<file path="src/rtl/lsu_byte_sequencer_if.sv">
// Request/response handshake and byte-wide memory port of the load/store sequencer.
interface lsu_byte_sequencer_if #(parameter int ADDR_W = 9);
  logic              req_valid;
  logic              req_ready;
  logic              req_write;
  logic [1:0]        req_size;
  logic              req_sign;
  logic [ADDR_W-1:0] req_addr;
  logic [31:0]       req_wdata;
  logic              resp_valid;
  logic [31:0]       resp_rdata;
  logic              resp_fault;
  logic              mem_enable;
  logic              mem_write;
  logic [ADDR_W-1:0] mem_addr;
  logic [7:0]        mem_wdata;
  logic [7:0]        mem_rdata;

  modport master (
    output req_valid, req_write, req_size, req_sign, req_addr, req_wdata, mem_rdata,
    input  req_ready, resp_valid, resp_rdata, resp_fault,
           mem_enable, mem_write, mem_addr, mem_wdata
  );

  modport slave (
    input  req_valid, req_write, req_size, req_sign, req_addr, req_wdata, mem_rdata,
    output req_ready, resp_valid, resp_rdata, resp_fault,
           mem_enable, mem_write, mem_addr, mem_wdata
  );
endinterface

</file>
<file path="src/rtl/lsu_byte_sequencer.sv">
// Byte-serial load/store sequencer: alignment check, big-endian byte transfers,
// load assembly with sign/zero extension and a one-cycle completion pulse.
module lsu_byte_sequencer #(
  parameter int ADDR_W = 9
) (
  input  logic               clk,
  input  logic               reset,
  lsu_byte_sequencer_if.slave bus
);

  typedef enum logic [1:0] {IDLE = 2'd0, ACCESS = 2'd1, RESP = 2'd2} state_t;

  state_t            state, state_nxt;
  logic              wr_q, sign_q, fault_q;
  logic [1:0]        size_q, cnt_q, last_idx, sel;
  logic [ADDR_W-1:0] base_q, last_addr_q, cur_addr;
  logic [31:0]       wdata_q, acc_q;
  logic [7:0]        store_byte;
  logic              req_fault, in_access, in_resp;

  function automatic logic [31:0] extend_load(input logic [31:0] acc,
                                              input logic [1:0]  size,
                                              input logic        sgn);
    logic signed [31:0] ext;
    case (size)
      2'b00:   ext = {{24{sgn & acc[7]}}, acc[7:0]};
      2'b01:   ext = {{16{sgn & acc[15]}}, acc[15:0]};
      default: ext = acc;
    endcase
    return ext;
  endfunction

  always_comb begin
    req_fault = (bus.req_size == 2'b11) ||
                (bus.req_size == 2'b01 && bus.req_addr[0]) ||
                (bus.req_size == 2'b10 && bus.req_addr[1:0] != 2'b00);
    case (size_q)
      2'b00:   last_idx = 2'd0;
      2'b01:   last_idx = 2'd1;
      default: last_idx = 2'd3;
    endcase
    cur_addr = base_q + ADDR_W'(cnt_q);
    // Store bytes leave most-significant first, so index down from the top.
    sel        = last_idx - cnt_q;
    store_byte = wdata_q[{sel, 3'b000} +: 8];
  end

  always_comb begin
    state_nxt = state;
    case (state)
      IDLE:    if (bus.req_valid) state_nxt = req_fault ? RESP : ACCESS;
      ACCESS:  if (cnt_q == last_idx) state_nxt = RESP;
      RESP:    state_nxt = IDLE;
      default: state_nxt = IDLE;
    endcase
  end

  always_ff @(posedge clk) begin
    if (reset) begin
      state       <= IDLE;
      wr_q        <= 1'b0;
      sign_q      <= 1'b0;
      fault_q     <= 1'b0;
      size_q      <= 2'b00;
      cnt_q       <= 2'd0;
      base_q      <= '0;
      last_addr_q <= '0;
      wdata_q     <= 32'd0;
      acc_q       <= 32'd0;
    end else begin
      state <= state_nxt;
      case (state)
        IDLE: if (bus.req_valid) begin
          wr_q    <= bus.req_write;
          size_q  <= bus.req_size;
          sign_q  <= bus.req_sign;
          base_q  <= bus.req_addr;
          wdata_q <= bus.req_wdata;
          fault_q <= req_fault;
          cnt_q   <= 2'd0;
          acc_q   <= 32'd0;
        end
        ACCESS: begin
          acc_q       <= {acc_q[23:0], bus.mem_rdata};
          last_addr_q <= cur_addr;
          if (cnt_q != last_idx) cnt_q <= cnt_q + 2'd1;
        end
        default: ;
      endcase
    end
  end

  // Reset masks the port immediately so an aborted store issues no further byte.
  assign in_access      = (state == ACCESS) && !reset;
  assign in_resp        = (state == RESP) && !reset;
  assign bus.req_ready  = (state == IDLE) && !reset;
  assign bus.mem_enable = in_access;
  assign bus.mem_write  = in_access && wr_q;
  assign bus.mem_wdata  = (in_access && wr_q) ? store_byte : 8'd0;
  assign bus.mem_addr   = reset ? '0 : ((state == ACCESS) ? cur_addr : last_addr_q);
  assign bus.resp_valid = in_resp;
  assign bus.resp_fault = in_resp && fault_q;
  assign bus.resp_rdata = (in_resp && !wr_q && !fault_q) ? extend_load(acc_q, size_q, sign_q) : 32'd0;

endmodule

</file>
<file path="src/flat_wrapper.sv">
// flat-port wrapper written by rule: the top's interface ports become plain ports
module lsu_byte_sequencer_flat 
#(
  parameter int ADDR_W = 9
)
  (clk, reset, bus_req_valid, bus_req_write, bus_req_size, bus_req_sign, bus_req_addr, bus_req_wdata, bus_mem_rdata, bus_req_ready, bus_resp_valid, bus_resp_rdata, bus_resp_fault, bus_mem_enable, bus_mem_write, bus_mem_addr, bus_mem_wdata);
  lsu_byte_sequencer_if #(.ADDR_W(ADDR_W)) bus_i ();
  input  logic clk;
  input  logic reset;
  input wire logic [$bits(bus_i.req_valid)-1:0] bus_req_valid;
  input wire logic [$bits(bus_i.req_write)-1:0] bus_req_write;
  input wire logic [$bits(bus_i.req_size)-1:0] bus_req_size;
  input wire logic [$bits(bus_i.req_sign)-1:0] bus_req_sign;
  input wire logic [$bits(bus_i.req_addr)-1:0] bus_req_addr;
  input wire logic [$bits(bus_i.req_wdata)-1:0] bus_req_wdata;
  input wire logic [$bits(bus_i.mem_rdata)-1:0] bus_mem_rdata;
  output wire logic [$bits(bus_i.req_ready)-1:0] bus_req_ready;
  output wire logic [$bits(bus_i.resp_valid)-1:0] bus_resp_valid;
  output wire logic [$bits(bus_i.resp_rdata)-1:0] bus_resp_rdata;
  output wire logic [$bits(bus_i.resp_fault)-1:0] bus_resp_fault;
  output wire logic [$bits(bus_i.mem_enable)-1:0] bus_mem_enable;
  output wire logic [$bits(bus_i.mem_write)-1:0] bus_mem_write;
  output wire logic [$bits(bus_i.mem_addr)-1:0] bus_mem_addr;
  output wire logic [$bits(bus_i.mem_wdata)-1:0] bus_mem_wdata;
  assign bus_i.req_valid = bus_req_valid;
  assign bus_i.req_write = bus_req_write;
  assign bus_i.req_size = bus_req_size;
  assign bus_i.req_sign = bus_req_sign;
  assign bus_i.req_addr = bus_req_addr;
  assign bus_i.req_wdata = bus_req_wdata;
  assign bus_i.mem_rdata = bus_mem_rdata;
  assign bus_req_ready = bus_i.req_ready;
  assign bus_resp_valid = bus_i.resp_valid;
  assign bus_resp_rdata = bus_i.resp_rdata;
  assign bus_resp_fault = bus_i.resp_fault;
  assign bus_mem_enable = bus_i.mem_enable;
  assign bus_mem_write = bus_i.mem_write;
  assign bus_mem_addr = bus_i.mem_addr;
  assign bus_mem_wdata = bus_i.mem_wdata;
  lsu_byte_sequencer #(.ADDR_W(ADDR_W)) u_core (.clk(clk), .reset(reset), .bus(bus_i));
endmodule
</file>
<file path="config.mk">
export PLATFORM = sky130hd
export DESIGN_NAME = lsu_byte_sequencer_flat
export DESIGN_NICKNAME = d
export VERILOG_FILES = /design/src/rtl/lsu_byte_sequencer_if.sv /design/src/rtl/lsu_byte_sequencer.sv /design/src/flat_wrapper.sv
export SDC_FILE = /design/constraint.sdc
export NUM_CORES = 1
export LEC_CHECK = 0
export CAP_MARGIN = 20
export CORE_MARGIN = 2
export CORE_UTILIZATION = 35
export CTS_BUF_LIST = sky130_fd_sc_hd__clkbuf_8 sky130_fd_sc_hd__clkbuf_16
export DETAILED_ROUTE_END_ITERATION = 8
export DONT_BUFFER_PORTS = 1
export GPL_TIMING_DRIVEN = 0
export PLACE_DENSITY = 0.56
export SLEW_MARGIN = 10
export SYNTH_ARGS = -nofsm -noshare
export SYNTH_HDL_FRONTEND = slang
export SYNTH_SLANG_ARGS = --single-unit
</file>
<file path="constraint.sdc">
create_clock -name clk -period 2.33 [get_ports clk]
set_input_delay 0.233 -clock clk [delete_from_list [all_inputs] [get_ports clk]]
set_output_delay 0.233 -clock clk [all_outputs]
set_load 0.1 [all_outputs]
</file>
==> flow_metrics.py <==
metrics = {
    "logic_synthesis": {
        "ys_ff_latch": 91,
        "yosysSeqAreaShare_pct": 46.7,
        "synth_area_leaders": "dfxtp_1, a21oi_1, nand2_1",
        "synth-edff-count": 0,
        "yosysWarnings": 0,
        "synth_ff_type": "dfxtp_1",
        "async_reset_ff_share_pct": 0,
        "yosysMostFrequentCell": "nand2_1",
        "netlist_top_cells_count": "nand2_1, dfxtp_1, a21oi_1",
        "netlist-cell-type-count": 45,
        "syn_area_per_cell_um2": 8.47,
        "yosysTopAreaCell": "dfxtp_1",
        "yosysTopAreaCellShare_pct": 46.7,
        "synth_nets": 521,
        "synth_area_um2": 3900,
        "syn-instance-count": 461,
    },
    "outcome": {
        "violations": "negative setup slack",
        "status": "complete, but fails checks",
    },
    "power": {
        "power_density_nw_per_um2": 588,
        "irDropWorstVdd_v": 0.000329,
        "p_leak_uw": 0.00210,
    },
    "cts": {
        "clk_pin_slew_ps": 100,
        "clkSinkCount": 91,
        "cts_tree": "yes",
        "cts_made_buffers": 9,
        "htreeDepth": 3,
        "cts_buffer_depth": 2,
        "clkLatencyLatePin_ps": 360,
        "cts_root_buffer": "clkbuf_8",
    },
    "hold_path": {
        "worstHoldPathType": "input port to register",
    },
    "cells_and_area": {
        "antennaDiodeCount": 0,
        "n_fill_cell": 928,
        "nets": 621,
        "drive_gt1_share_pct": 30.0,
        "seq_area_um2": 1840,
        "final_area_um2": 6210,
        "area_growth_pct": 58.9,
        "multiInputGateArea_um2": 2600,
    },
    "detailed_routing": {
        "wl_per_cell_um": 16.6,
        "dr.pass1.iters": 5,
        "route.detailed.drc": 0,
        "ant_nets": 0,
        "route.vias.total": 3604,
        "drt_iter0_drc": 166,
        "wl_mm": 11.7,
        "viasPerCell": 5.10,
    },
    "setup_path": {
        "start_kind": "register",
        "crit_type": "register to output port",
        "end_kind": "output port",
        "cp_max_fo": 3,
        "crit_required_ps": 2100,
        "cp.arrival_ps": 2710,
    },
    "placement": {
        "portBuffers": 0,
        "finalWeightedCongestion": 0.877,
        "placed_area_um2": 4810,
        "hpwl_mm": 7.96,
    },
    "sta": {
        "slew_headroom_pct": 20.8,
        "fin_crit_ps": 2940,
        "period_share_pct": 126,
        "worstMarginPinSlew_ps": 1190,
        "setup_ws_ps": -613,
        "finalHoldViolCount": 0,
        "drv_slew": 0,
        "hold_slack_ps": 20.9,
        "rsz0062_at_grt": "yes",
        "finClkSkew_ps": 9.22,
        "max_freq_mhz": 340,
        "setup_tns_ps": -4780,
        "setup-violations-final": 27,
    },
    "floorplanning": {
        "fp-row-count": 38,
        "ioPinCount": 110,
        "die_h_um": 110,
        "fp.dieArea_um2": 12000,
        "die_w_um": 110,
        "core_um2": 10800,
        "start_util_pct": 36.0,
    },
    "global_routing": {
        "antenna_found_initial": 0,
        "grt_pass1_vias": 3592,
        "grt_pass1_wl_mm": 18.5,
        "grt_overflow": 0,
        "grt_max_degree": 16,
        "grt_util_all_layers_pct": 20.0,
    },
    "flow_run": {
        "drv_cap": 0,
    },
}
## metal layers
metal	track usage [%]	wire length (µm)
met1	26.2	5110
met4	6.78	162
met5	0	0
met2	32.0	5660
met3	5.33	772
## registers in the layout (all words and copies together) (netlist names)
register and flops:
u_core.acc_q 32, u_core.base_q 9, u_core.cnt_q 2, u_core.fault_q 1
u_core.last_addr_q 9, u_core.sign_q 1, u_core.size_q 2, u_core.state 2
u_core.wdata_q 32, u_core.wr_q 1
## worst max-delay path: stages, from the launching register on
cell and delay (ps):
dfxtp_2 360, ha_4 140, inv_2 30, fa_2 360, nor2b_4 130, buf_4 130, nand4_1 80, xor2_1 180
a211oi_4 930
## stage by stage
step | worst slack, ps | power [µW] | utilization, % | std cells
final | -613 | 3650 | 57.2 | 706
after global routing | -712 | 3810 | 57.2 | 706
after CTS | -712 | 3620 | 55.5 | 698
after detailed placement | -439 | 2270 | 44.4 | 617
after global placement | -824 | 2210 | 40.7 | 601
after floorplan | -539 | 2120 | - | 461
## cells in the final DEF (no fill, tap or decap), drive strengths merged
cell,instances
and2,2
nand4,2
or2,1
o21ba,1
nor3b,2
o211ai,1
o41ai,1
o21ai,10
clkbuf,31
ha,3
nor2b,3
a311oi,1
o32ai,9
nand2b,3
clkinvlp,1
xnor2,3
dlygate4sd3,47
nor3,3
o22ai,8
buf,57
fa,1
dfxtp,91
mux2,1
and4bb,1
nor2,16
clkinv,2
xor2,4
nand4b,1
nand2,100
inv,23
or3,1
a211oi,6
nand3,1
and3,8
nor4,1
a22o,25
mux2i,16
bufinv,2
a21oi,77
## timing repair
| action | in CTS | in global routing |
|---|---|---|
| resized for setup | 80 | 40 |
| buffers inserted | 17 | 9 |
| endpoints found under the hold margin | 46 | 1 |
| hold buffers | 46 | 1 |
| cloned | 2 | 0 |
| pin swaps | 20 | 17 |
| setup endpoints to repair | 47 | 50 |
## layout make-up
| class | instances | share of cell area (%) |
|---|---|---|
| timing repair buffer | 91 | 17.1 |
| clock buffer | 10 | 2.22 |
| inverter | 22 | 1.33 |
| tap | 140 | 2.82 |
| clock inverter | 6 | 1.39 |
| sequential | 91 | 29.6 |
| buffer | 34 | 3.55 |
| multi-input combinational | 312 | 42.0 |
## final timing paths
check,start,to,slack [ps],depth (start not counted)
setup / recovery,u_core.base_q[0]$_SDFFE_PP0P_,bus_mem_addr[6],-610,8
hold / removal,bus_req_addr[2],u_core.base_q[2]$_SDFFE_PP0P_,20,2
setup reg to reg,u_core.base_q[0]$_SDFFE_PP0P_,u_core.last_addr_q[8]$_DFF_P_,-220,8
hold reg to reg,u_core.wdata_q[31]$_SDFFE_PP0P_,u_core.wdata_q[31]$_SDFFE_PP0P_,460,2
## kinds of logic (layout without fill, tap and decap cells)
kind of cell | Yosys count | count (layout) | share of synthesized area [%]
fa+ha+maj | 4 | 4 | 1.47
mux | 17 | 17 | 4.39
xor+xnor | 7 | 7 | 2.53
flops | 91 | 91 | 46.7
buf+inv | 58 | 163 | 6.63
simple gates | 145 | 145 | 16.2
compound gates | 139 | 139 | 22.1
## power breakdown
part / leakage [µW] / internal, µW / switching [µW]
clock: 0.000113 / 634 / 573
sequential: 0.000746 / 1630 / 67.9
combinational: 0.00125 / 307 / 441
total: 0.00210 / 2570 / 1080
Power figures use the tool's default switching activity.
